### src/rtl/rom_pkg.sv
// Shared defaults and FSM state type for the ROM burst reader.
package rom_pkg;

  localparam int DATA_W_DEF = 16;
  localparam int ADDR_W_DEF = 3;

  typedef enum logic [1:0] {
    S_IDLE  = 2'd0,
    S_RUN   = 2'd1,
    S_DRAIN = 2'd2
  } state_t;

endpackage

### src/rtl/rom_burst_reader_if.sv
// Request, ROM read port and output stream of the burst reader, bundled.
// Stream handshake: a word transfers on a clock edge where out_valid and
// out_ready are both 1; once raised, out_valid and out_data hold until then.
interface rom_burst_reader_if
  import rom_pkg::*;
#(
  parameter int DATA_W = DATA_W_DEF,
  parameter int ADDR_W = ADDR_W_DEF
);
  logic              start;
  logic [ADDR_W-1:0] start_addr;
  logic [ADDR_W:0]   burst_len;
  logic              rom_en;
  logic [ADDR_W-1:0] rom_addr;
  logic [DATA_W-1:0] rom_data;
  logic              out_valid;
  logic              out_ready;
  logic [DATA_W-1:0] out_data;
  logic              busy;
  logic              done;

  modport master (
    input  start, start_addr, burst_len, rom_data, out_ready,
    output rom_en, rom_addr, out_valid, out_data, busy, done
  );

  modport slave (
    output start, start_addr, burst_len, rom_data, out_ready,
    input  rom_en, rom_addr, out_valid, out_data, busy, done
  );
endinterface

### src/rtl/sync_fifo_fwft.sv
// First-word-fall-through FIFO: the head entry is visible whenever count != 0.
module sync_fifo_fwft #(
  parameter int DATA_W = 16,
  parameter int DEPTH  = 2
) (
  input  logic                       clk,
  input  logic                       rst,
  input  logic                       push,
  input  logic [DATA_W-1:0]          push_data,
  input  logic                       pop,
  output logic [DATA_W-1:0]          pop_data,
  output logic                       full,
  output logic                       empty,
  output logic [$clog2(DEPTH+1)-1:0] count
);
  localparam int PTR_W = (DEPTH > 1) ? $clog2(DEPTH) : 1;
  localparam int CNT_W = $clog2(DEPTH + 1);

  logic [DATA_W-1:0] mem [DEPTH];
  logic [PTR_W-1:0]  wr_ptr;
  logic [PTR_W-1:0]  rd_ptr;
  logic              do_push;
  logic              do_pop;

  function automatic logic [PTR_W-1:0] next_ptr(input logic [PTR_W-1:0] p);
    return (p == PTR_W'(DEPTH - 1)) ? '0 : p + 1'b1;
  endfunction

  assign empty    = (count == '0);
  assign full     = (count == CNT_W'(DEPTH));
  assign do_pop   = pop && !empty;
  // A full FIFO still accepts a push in the same cycle as a pop.
  assign do_push  = push && (!full || do_pop);
  assign pop_data = empty ? '0 : mem[rd_ptr];

  always_ff @(posedge clk) begin
    if (rst) begin
      wr_ptr <= '0;
      rd_ptr <= '0;
      count  <= '0;
    end else begin
      if (do_push) wr_ptr <= next_ptr(wr_ptr);
      if (do_pop)  rd_ptr <= next_ptr(rd_ptr);
      if (do_push && !do_pop)      count <= count + 1'b1;
      else if (!do_push && do_pop) count <= count - 1'b1;
    end
  end

  always_ff @(posedge clk) begin
    if (do_push) mem[wr_ptr] <= push_data;
  end
endmodule

### src/rtl/rom_burst_reader.sv
// Streams a burst of consecutive ROM words (address wraps) through a small
// FWFT buffer, issuing reads only when a buffer slot is guaranteed.
module rom_burst_reader
  import rom_pkg::*;
#(
  parameter int DATA_W     = DATA_W_DEF,
  parameter int ADDR_W     = ADDR_W_DEF,
  parameter int FIFO_DEPTH = 2
) (
  input  logic                 clk,
  input  logic                 rst,
  rom_burst_reader_if.master   bus,
  output state_t               state_dbg
);
  localparam int CNT_W = $clog2(FIFO_DEPTH + 1);

  state_t            state_q, state_d;
  logic [ADDR_W-1:0] addr_q, addr_d;
  logic [ADDR_W:0]   rem_q, rem_d;
  logic              in_flight_q;
  logic              done_q, done_d;
  logic              rom_en;
  logic              pop;
  logic              fifo_empty;
  logic              unused_fifo_full;
  logic [CNT_W-1:0]  fifo_count;
  logic [CNT_W:0]    credit;

  assign pop = !fifo_empty && bus.out_ready;
  // Slots already committed: buffered words plus the read in flight, less the
  // word leaving this cycle.
  assign credit = {1'b0, fifo_count} + (CNT_W+1)'(in_flight_q) - (CNT_W+1)'(pop);

  always_comb begin
    state_d = state_q;
    addr_d  = addr_q;
    rem_d   = rem_q;
    done_d  = 1'b0;
    rom_en  = 1'b0;
    unique case (state_q)
      S_IDLE: begin
        if (bus.start) begin
          if (bus.burst_len != '0) begin
            addr_d  = bus.start_addr;
            rem_d   = bus.burst_len;
            state_d = S_RUN;
          end else begin
            done_d = 1'b1;
          end
        end
      end
      S_RUN: begin
        if (credit < (CNT_W+1)'(FIFO_DEPTH)) begin
          rom_en = 1'b1;
          addr_d = addr_q + 1'b1;
          rem_d  = rem_q - 1'b1;
          if (rem_q == (ADDR_W+1)'(1)) state_d = S_DRAIN;
        end
      end
      S_DRAIN: begin
        // Everything is issued; finish when the only remaining word leaves.
        if (!in_flight_q && pop && fifo_count == CNT_W'(1)) begin
          state_d = S_IDLE;
          done_d  = 1'b1;
        end
      end
      default: state_d = S_IDLE;
    endcase
  end

  always_ff @(posedge clk) begin
    if (rst) begin
      state_q     <= S_IDLE;
      addr_q      <= '0;
      rem_q       <= '0;
      in_flight_q <= 1'b0;
      done_q      <= 1'b0;
    end else begin
      state_q     <= state_d;
      addr_q      <= addr_d;
      rem_q       <= rem_d;
      in_flight_q <= rom_en;
      done_q      <= done_d;
    end
  end

  sync_fifo_fwft #(
    .DATA_W (DATA_W),
    .DEPTH  (FIFO_DEPTH)
  ) u_fifo (
    .clk       (clk),
    .rst       (rst),
    .push      (in_flight_q),
    .push_data (bus.rom_data),
    .pop       (pop),
    .pop_data  (bus.out_data),
    .full      (unused_fifo_full),
    .empty     (fifo_empty),
    .count     (fifo_count)
  );

  assign bus.rom_en    = rom_en;
  assign bus.rom_addr  = addr_q;
  assign bus.out_valid = !fifo_empty;
  assign bus.busy      = (state_q != S_IDLE);
  assign bus.done      = done_q;
  assign state_dbg     = state_q;
endmodule

### src/flat_wrapper.sv
// flat-port wrapper written by rule: the top's interface ports become plain ports
module rom_burst_reader_flat import rom_pkg::*;
#(
  parameter int DATA_W     = DATA_W_DEF,
  parameter int ADDR_W     = ADDR_W_DEF,
  parameter int FIFO_DEPTH = 2
)
  (clk, rst, state_dbg, bus_start, bus_start_addr, bus_burst_len, bus_rom_data, bus_out_ready, bus_rom_en, bus_rom_addr, bus_out_valid, bus_out_data, bus_busy, bus_done);
  rom_burst_reader_if #(.DATA_W(DATA_W), .ADDR_W(ADDR_W)) bus_i ();
  input  logic clk;
  input  logic rst;
  output state_t state_dbg;
  input wire logic [$bits(bus_i.start)-1:0] bus_start;
  input wire logic [$bits(bus_i.start_addr)-1:0] bus_start_addr;
  input wire logic [$bits(bus_i.burst_len)-1:0] bus_burst_len;
  input wire logic [$bits(bus_i.rom_data)-1:0] bus_rom_data;
  input wire logic [$bits(bus_i.out_ready)-1:0] bus_out_ready;
  output wire logic [$bits(bus_i.rom_en)-1:0] bus_rom_en;
  output wire logic [$bits(bus_i.rom_addr)-1:0] bus_rom_addr;
  output wire logic [$bits(bus_i.out_valid)-1:0] bus_out_valid;
  output wire logic [$bits(bus_i.out_data)-1:0] bus_out_data;
  output wire logic [$bits(bus_i.busy)-1:0] bus_busy;
  output wire logic [$bits(bus_i.done)-1:0] bus_done;
  assign bus_i.start = bus_start;
  assign bus_i.start_addr = bus_start_addr;
  assign bus_i.burst_len = bus_burst_len;
  assign bus_i.rom_data = bus_rom_data;
  assign bus_i.out_ready = bus_out_ready;
  assign bus_rom_en = bus_i.rom_en;
  assign bus_rom_addr = bus_i.rom_addr;
  assign bus_out_valid = bus_i.out_valid;
  assign bus_out_data = bus_i.out_data;
  assign bus_busy = bus_i.busy;
  assign bus_done = bus_i.done;
  rom_burst_reader #(.DATA_W(DATA_W), .ADDR_W(ADDR_W), .FIFO_DEPTH(FIFO_DEPTH)) u_core (.clk(clk), .rst(rst), .bus(bus_i), .state_dbg(state_dbg));
endmodule
### config.mk
export PLATFORM = sky130hd
export DESIGN_NAME = rom_burst_reader_flat
export DESIGN_NICKNAME = d
export VERILOG_FILES = /design/src/rtl/rom_pkg.sv /design/src/rtl/rom_burst_reader_if.sv /design/src/rtl/sync_fifo_fwft.sv /design/src/rtl/rom_burst_reader.sv /design/src/flat_wrapper.sv
export SDC_FILE = /design/constraint.sdc
export NUM_CORES = 1
export LEC_CHECK = 0
export ABC_AREA = 1
export BUFFER_PORTS_ARGS = -buffer_cell sky130_fd_sc_hd__buf_2
export CAP_MARGIN = 10
export CORE_MARGIN = 2
export CORE_UTILIZATION = 55
export CTS_BUF_LIST = sky130_fd_sc_hd__clkbuf_4
export DETAILED_ROUTE_END_ITERATION = 6
export GPL_TIMING_DRIVEN = 0
export PLACE_DENSITY = 0.9
export SETUP_SLACK_MARGIN = 0.1
export SLEW_MARGIN = 40
export SYNTH_ARGS = -nofsm -noshare
export SYNTH_HDL_FRONTEND = slang
export SYNTH_SLANG_ARGS = --single-unit
### constraint.sdc
create_clock -name clk -period 3.2 [get_ports clk]
set_input_delay 0.64 -clock clk [delete_from_list [all_inputs] [get_ports clk]]
set_output_delay 0.64 -clock clk [all_outputs]
set_load 0.01 [all_outputs]
## After elaboration in Yosys (flattened, before gate mapping)

Memories as Yosys holds them, arrays and structs flattened. A register that Yosys moved wholly into a read port is not among the register bits.
Cells that the tools add are included.

- RAM bits: 32
- Register bits: 15
- Bits of input ports: 27
- Memories kept: 1
- Bits in read-only memories: 0
- Word-level logic and storage cells: 78
- Latch bits: 0
- Output and inout port bits: 25

Memories:

| memory | depth | bits a word | read ports | clocked after memory_dff | write ports | line | source |
|---|---|---|---|---|---|---|---|
| u_core.u_fifo.mem | 2 | 16 | 1 | 1 | 1 | sync_fifo_fwft.sv:19 | `logic [DATA_W-1:0] mem [DEPTH];` |

- $lt $le $gt $ge: 1
- Bitwise gates (word level): 0
- Eq/ne operators: 10
- Reduce and logical (&&, ||, !) cells: 21
- Div/mod/pow operators: 0
- Mux-type cells: 29
- $mul: 0
- Shift operators: 0
- Add/sub/neg operators: 8

Operator list:

| kind | number |
|---|---|
| $mux 16 | 1 |
| $mux 2 | 7 |
| $mux 4 | 3 |
| $mux 1 | 11 |
| $mux 3 | 3 |
| $ne 2x1->1 const B | 4 |
| $pmux 4 s2 | 1 |
| $logic_and 1x1->1 | 7 |
| $pmux 2 s3 | 1 |
| $pmux 3 s2 | 1 |
| $reduce_bool 2->1 | 3 |
| $logic_not 1->1 | 5 |
| $reduce_and 5->1 | 1 |
| $eq 2x1->1 const B | 2 |
| $eq 2x2->1 const B | 2 |
| $eq 4x1->1 const B | 1 |
| $logic_not 2->1 | 2 |
| $reduce_and 4->1 | 1 |
| $reduce_bool 4->1 | 1 |
| $sub 4x1->4 const B | 1 |
| $add 2x1->3 | 1 |
| $add 3x1->3 const B | 1 |
| $lt 3x2->1 const B | 1 |
| $sub 3x1->3 | 1 |
| 6 further kinds | 7 |

## Longest topological paths before layout

- Depth in word-level cells: 10
- Depth in mapped cells: 17

## Cells and area by module

A second synthesis with hierarchy kept.

- Cell total of the unflattened synthesis: 260
- Area, all modules: 2312.2 µm²

By module, submodules not included:

| module | sequential area each (µm²) | instances | area an instance (µm²) | cells each |
|---|---|---|---|---|
| sync_fifo_fwft | 1061.0 | 1 | 1458.9 | 125 |
| rom_burst_reader | 220.2 | 1 | 853.3 | 135 |

## Worst setup path before layout

OpenSTA, ideal clock, no wires.

- Path type: register -> output
- From: register u_core.u_fifo.count[1]
- To: output port bus_rom_en
- Slack: 372 ps
- Path buffers: 0
- Arrival time: 2188 ps
- Stages on the path, launching flop included: 11
- Required time: 2560 ps
- Cells stage by stage: dfxtp_1 > inv_2 > ha_1 > inv_2 > nand2_1 > inv_1 > ha_1 > or2_1 > fa_1 > nand3_1 > nor2_1

- Cells in the longest elaborated chain, start to end: 7
- Elaborated cells between the ends (all ways): 8
- Classes of those cells: add/sub: 2; order compare: 1; mux: 2; reduce/logical: 3

Ends and longest elaborated chain:

| what | line | source |
|---|---|---|
| start, declared | sync_fifo_fwft.sv:14 | `output logic [$clog2(DEPTH+1)-1:0] count` |
| start signal, assigned | sync_fifo_fwft.sv:44 | `if (do_push && !do_pop) count <= count + 1'b1;` |
| start signal, assigned | sync_fifo_fwft.sv:45 | `else if (!do_push && do_pop) count <= count - 1'b1;` |
| parallel branches: the longest is 3 deep, another holds $add 2x1->3 | n/a |  |
| $sub 3x1->3 * | rom_burst_reader.sv:32 | `assign credit = {1'b0, fifo_count} + (CNT_W+1)'(in_flight_q) - (CNT_W+1)'(pop);` |
| $lt 3x2->1 * | rom_burst_reader.sv:53 | `if (credit < (CNT_W+1)'(FIFO_DEPTH)) begin` |
| $mux 1 * | rom_burst_reader.sv:53 |  |
| $mux 1 * | rom_burst_reader.sv:40 | `unique case (state_q)` |
| end, declared | flat_wrapper.sv:18 | `output wire logic [$bits(bus_i.rom_en)-1:0] bus_rom_en;` |

Mark *: on every way between the ends.

## Worst setup path after layout

Same ends and word-level chain as after synthesis.

==> impl_metrics.ini <==
[power]
p_sw_mw = 1.01
power_switching_share_pct = 39.1
p_seq_share_pct = 33.4
worst_vdd_ir_mv = 0.461
share_comb_of_total_power_pct = 50.0
total_leakage_power_nw = 1.23
internal_power_mw = 1.58
power_per_cell_area_nw_per_um2 = 932
clockPowerShare_pct = 16.7

[setup_path]
r2r-start = u_core.u_fifo.count[1]
startpoint = u_core.u_fifo.count[1]
critPathLaunchType = flip-flop
end_kind = output pin
worstPathRequired_ns = 2.56
critical_path_arrival_ns = 2.47
worst_r2r_path_depth = 16
timing.setup.critical_path_class = reg -> out
crit-reg2reg-capture = u_core.state_dbg[1]
rrSetupSlack_ns = 0.57
maximum_fanout_count_along_the_critical_path = 4

[drt]
routed-via-count = 1741
drt_pass1_iterations = 4
wl_per_cell_um = 12.9
first_drt_iteration_drcs = 109
remaining_drc_errors = 0
antenna_violating_nets_post_route = 0
finalWirelength_mm = 4.47
route.detailed.vias_per_inst = 5.05

[final_layout]
drive_gt1_share_pct = 33.9
fill_cells = 271
insertedDiodeCount = 0
layout-area-overhead-vs-synth_pct = 25.4
finish.cell_count_without_fillers = 345
final_cell_mix = sky130_fd_sc_hd__buf_2, sky130_fd_sc_hd__nor2_1, sky130_fd_sc_hd__nand2_1
finalCoreUtilization_pct = 70.5
mostFrequentLayoutCell = sky130_fd_sc_hd__buf_2
num-nets-final = 331

[synth]
seq_area_frac_synth_pct = 57.9
netlist_area_um2 = 2210
yosysWarnings = 0
ys_ff_latch = 48
syn_area_per_cell_um2 = 9.80
postSynthNetCount = 263
postSynthCellCount = 226
synth.lib_cells_used.distinct = 28

[clock_tree]
cts.reportedPaths.clkPinSlew_ns = 0.13
clk_buf_depth = 2
ctsHtreeMaxLevel = 2
numCtsBuffers = 5
insertion_delay_to_the_later_sink_of_the_worst_skew_pair_ns = 0.36
cts_num_sinks = 48
clk_root_buffer_cell = sky130_fd_sc_hd__clkbuf_4
cts_tree = built

[timing]
timing.clock.skew_ns = 0.0135
slew_violations = 0
totalNegativeSetupSlack_ns = 0
maxSlewHeadroom_pct = 45.9
grt_setup_unrepaired = true
hold_ws_ns = 0.458
maxClockFrequency_mhz = 321
final_cycle_utilization_of_the_critical_path_pct = 97.2
finalHoldViolations = 0
period_needed_ns = 3.11
finalSetupViolCount = 0
final_critical_path_setup_slack_ns = 0.0886
timing_worst_slew_pin_value_ns = 0.811

[placement]
io_buffers = 51
dp_slack_ns = 0.0610
dpl.hpwl_mm = 2.92
place_inst = 327
gp_routability_congestion = 0.765

[global_routing]
use_met1_pct = 23.5
initial_antenna_violation_count = 0
global_routing_s_busiest_layer = met2
first_global_vias = 1516
global_route_wire_length_before_repair_mm = 6.58
grtUsageTotal_pct = 19.8
grt_residual_overflow = 0
use_met2_pct = 34.2
grt_use_met3_pct = 5.83
grt_start_max_net_pins = 18

[hold_path]
hold_path.class = in -> reg
whs_endpoint = u_core.u_fifo.mem[0][2]
worst_hold_startpoint = bus_rom_data[2]
hold-path-cell-count = 1

[floorplanning]
io_pins = 52
floorplan.initialDensity_pct = 56.2
fp-row-count = 23
die_h_um = 67.5
core-area_um2 = 3940
floorplan.die_area_um2 = 4550
die_w_um = 67.5

[job]
maxCapViolations = 0

[status]
outcome = finished clean
==> flip-flops by register name (all words and copies together), names as in the netlist, named ones only <==
register              cells
u_core.u_fifo.mem        32
u_core.bus.rom_addr       3
u_core.state_dbg          2
u_core.u_fifo.wr_ptr      1
u_core.u_fifo.rd_ptr      1
u_core.u_fifo.count       2
u_core.rem_q              4
u_core.bus.done           1
u_core.in_flight_q        1
==> stage by stage <==
stage | power (mW) | area, um2
floorplan | 1.61 | 2210
global placement | 1.89 | 2530
CTS | 2.45 | 2690
global route | 2.78 | 2780
detailed placement | 1.93 | 2540
finish | 2.59 | 2780
==> power groups by stage <==
stage	logic, mW	clock network, mW	registers [mW]
2_1_floorplan	0.743	0	0.871
3_3_place_gp	1.02	0	0.872
3_5_place_dp	1.06	0	0.878
4_1_cts	1.15	0.438	0.861
5_1_grt	1.44	0.464	0.876
6_report	1.29	0.431	0.864
==> repair_timing <==
item	CTS	global route
pin swaps	1	5
hold buffers	0	0
setup buffers	4	6
endpoints found under the hold margin	0	0
gates resized for setup	7	9
setup endpoints to repair	1	1
==> per-layer routing <==
layer | part of all wire [%] | vias up
met5 | 0 | -
met4 | 1.2 | 0
met3 | 5.5 | 7
met2 | 52 | 52
met1 | 41 | 794
li1 | - | 888
==> cell usage after synthesis <==
| cell type | number | share of area [%] |
|---|---|---|
| sky130_fd_sc_hd__a21oi_4 | 1 | 0.73 |
| sky130_fd_sc_hd__o21bai_1 | 1 | 0.34 |
| sky130_fd_sc_hd__xor2_1 | 2 | 0.79 |
| sky130_fd_sc_hd__nor3_1 | 2 | 0.45 |
| sky130_fd_sc_hd__a211oi_1 | 1 | 0.34 |
| sky130_fd_sc_hd__nor2_1 | 48 | 8.1 |
| sky130_fd_sc_hd__a21oi_1 | 8 | 1.8 |
| sky130_fd_sc_hd__o21ai_0 | 17 | 3.8 |
| sky130_fd_sc_hd__o21ai_1 | 2 | 0.45 |
| sky130_fd_sc_hd__nor2_8 | 1 | 0.90 |
| sky130_fd_sc_hd__edfxtp_1 | 32 | 43 |
| sky130_fd_sc_hd__nand3_1 | 14 | 3.2 |
| sky130_fd_sc_hd__ha_1 | 9 | 5.1 |
| sky130_fd_sc_hd__nand3_4 | 1 | 0.79 |
| sky130_fd_sc_hd__inv_2 | 6 | 1.0 |
| sky130_fd_sc_hd__o21ai_2 | 3 | 1.2 |
| sky130_fd_sc_hd__or2_1 | 1 | 0.28 |
| sky130_fd_sc_hd__dfxtp_1 | 16 | 14 |
| sky130_fd_sc_hd__xnor2_1 | 1 | 0.40 |
| sky130_fd_sc_hd__or2_2 | 2 | 0.56 |
| sky130_fd_sc_hd__nand2_1 | 36 | 6.1 |
| sky130_fd_sc_hd__inv_1 | 12 | 2.0 |
| sky130_fd_sc_hd__clkbuf_1 | 4 | 0.68 |
| sky130_fd_sc_hd__fa_1 | 1 | 0.90 |
| sky130_fd_sc_hd__nor2_2 | 2 | 0.56 |
| sky130_fd_sc_hd__buf_8 | 1 | 0.68 |
| sky130_fd_sc_hd__nand2_4 | 1 | 0.51 |
| sky130_fd_sc_hd__inv_6 | 1 | 0.40 |
==> cells by family (layout without fill, tap and decap cells) <==
group,Yosys count,after routing,synth area share (%)
AND/OR/NAND/NOR,108,108,21.5
flip-flops,48,48,57.9
AO/OA/AOI/OAI,33,33,8.70
buffers and inverters,24,93,4.80
adder cells (fa/ha/maj),10,10,5.99
XOR/XNOR,3,3,1.19
==> worst max-delay path by stage <==
stage	endpoint	slack [ns]
6_report	bus_rom_en	0.09
3_3_place_gp	bus_rom_en	0.10
2_1_floorplan	bus_rom_en	0.37
3_5_place_dp	bus_rom_en	0.06
4_1_cts	bus_rom_en	0.11
5_1_grt	bus_rom_en	-0.0002
==> critical path, stage by stage (launching register included) <==
cell and delay, ns:
sky130_fd_sc_hd__dfxtp_4 0.37, sky130_fd_sc_hd__inv_4 0.07, sky130_fd_sc_hd__ha_4 0.14, sky130_fd_sc_hd__inv_4 0.04, sky130_fd_sc_hd__nand2_4 0.09, sky130_fd_sc_hd__inv_4 0.04, sky130_fd_sc_hd__ha_4 0.20, sky130_fd_sc_hd__or2_4 0.24
sky130_fd_sc_hd__fa_2 0.59, sky130_fd_sc_hd__nand3_2 0.08, sky130_fd_sc_hd__nor2_1 0.11, sky130_fd_sc_hd__buf_2 0.14
==> area by class of cell <==
type | count | area [um2] | area share (%)
clock inverter | 2 | 60.1 | 2.16
buffer | 5 | 30.0 | 1.08
tap | 50 | 62.6 | 2.25
clock buffer | 6 | 45.0 | 1.62
sequential | 48 | 1290 | 46.3
inverter | 19 | 83.8 | 3.02
timing repair buffer | 61 | 330 | 11.9
multi-input combinational | 154 | 880 | 31.7
Note: power is estimated with default switching activity, not from simulation.
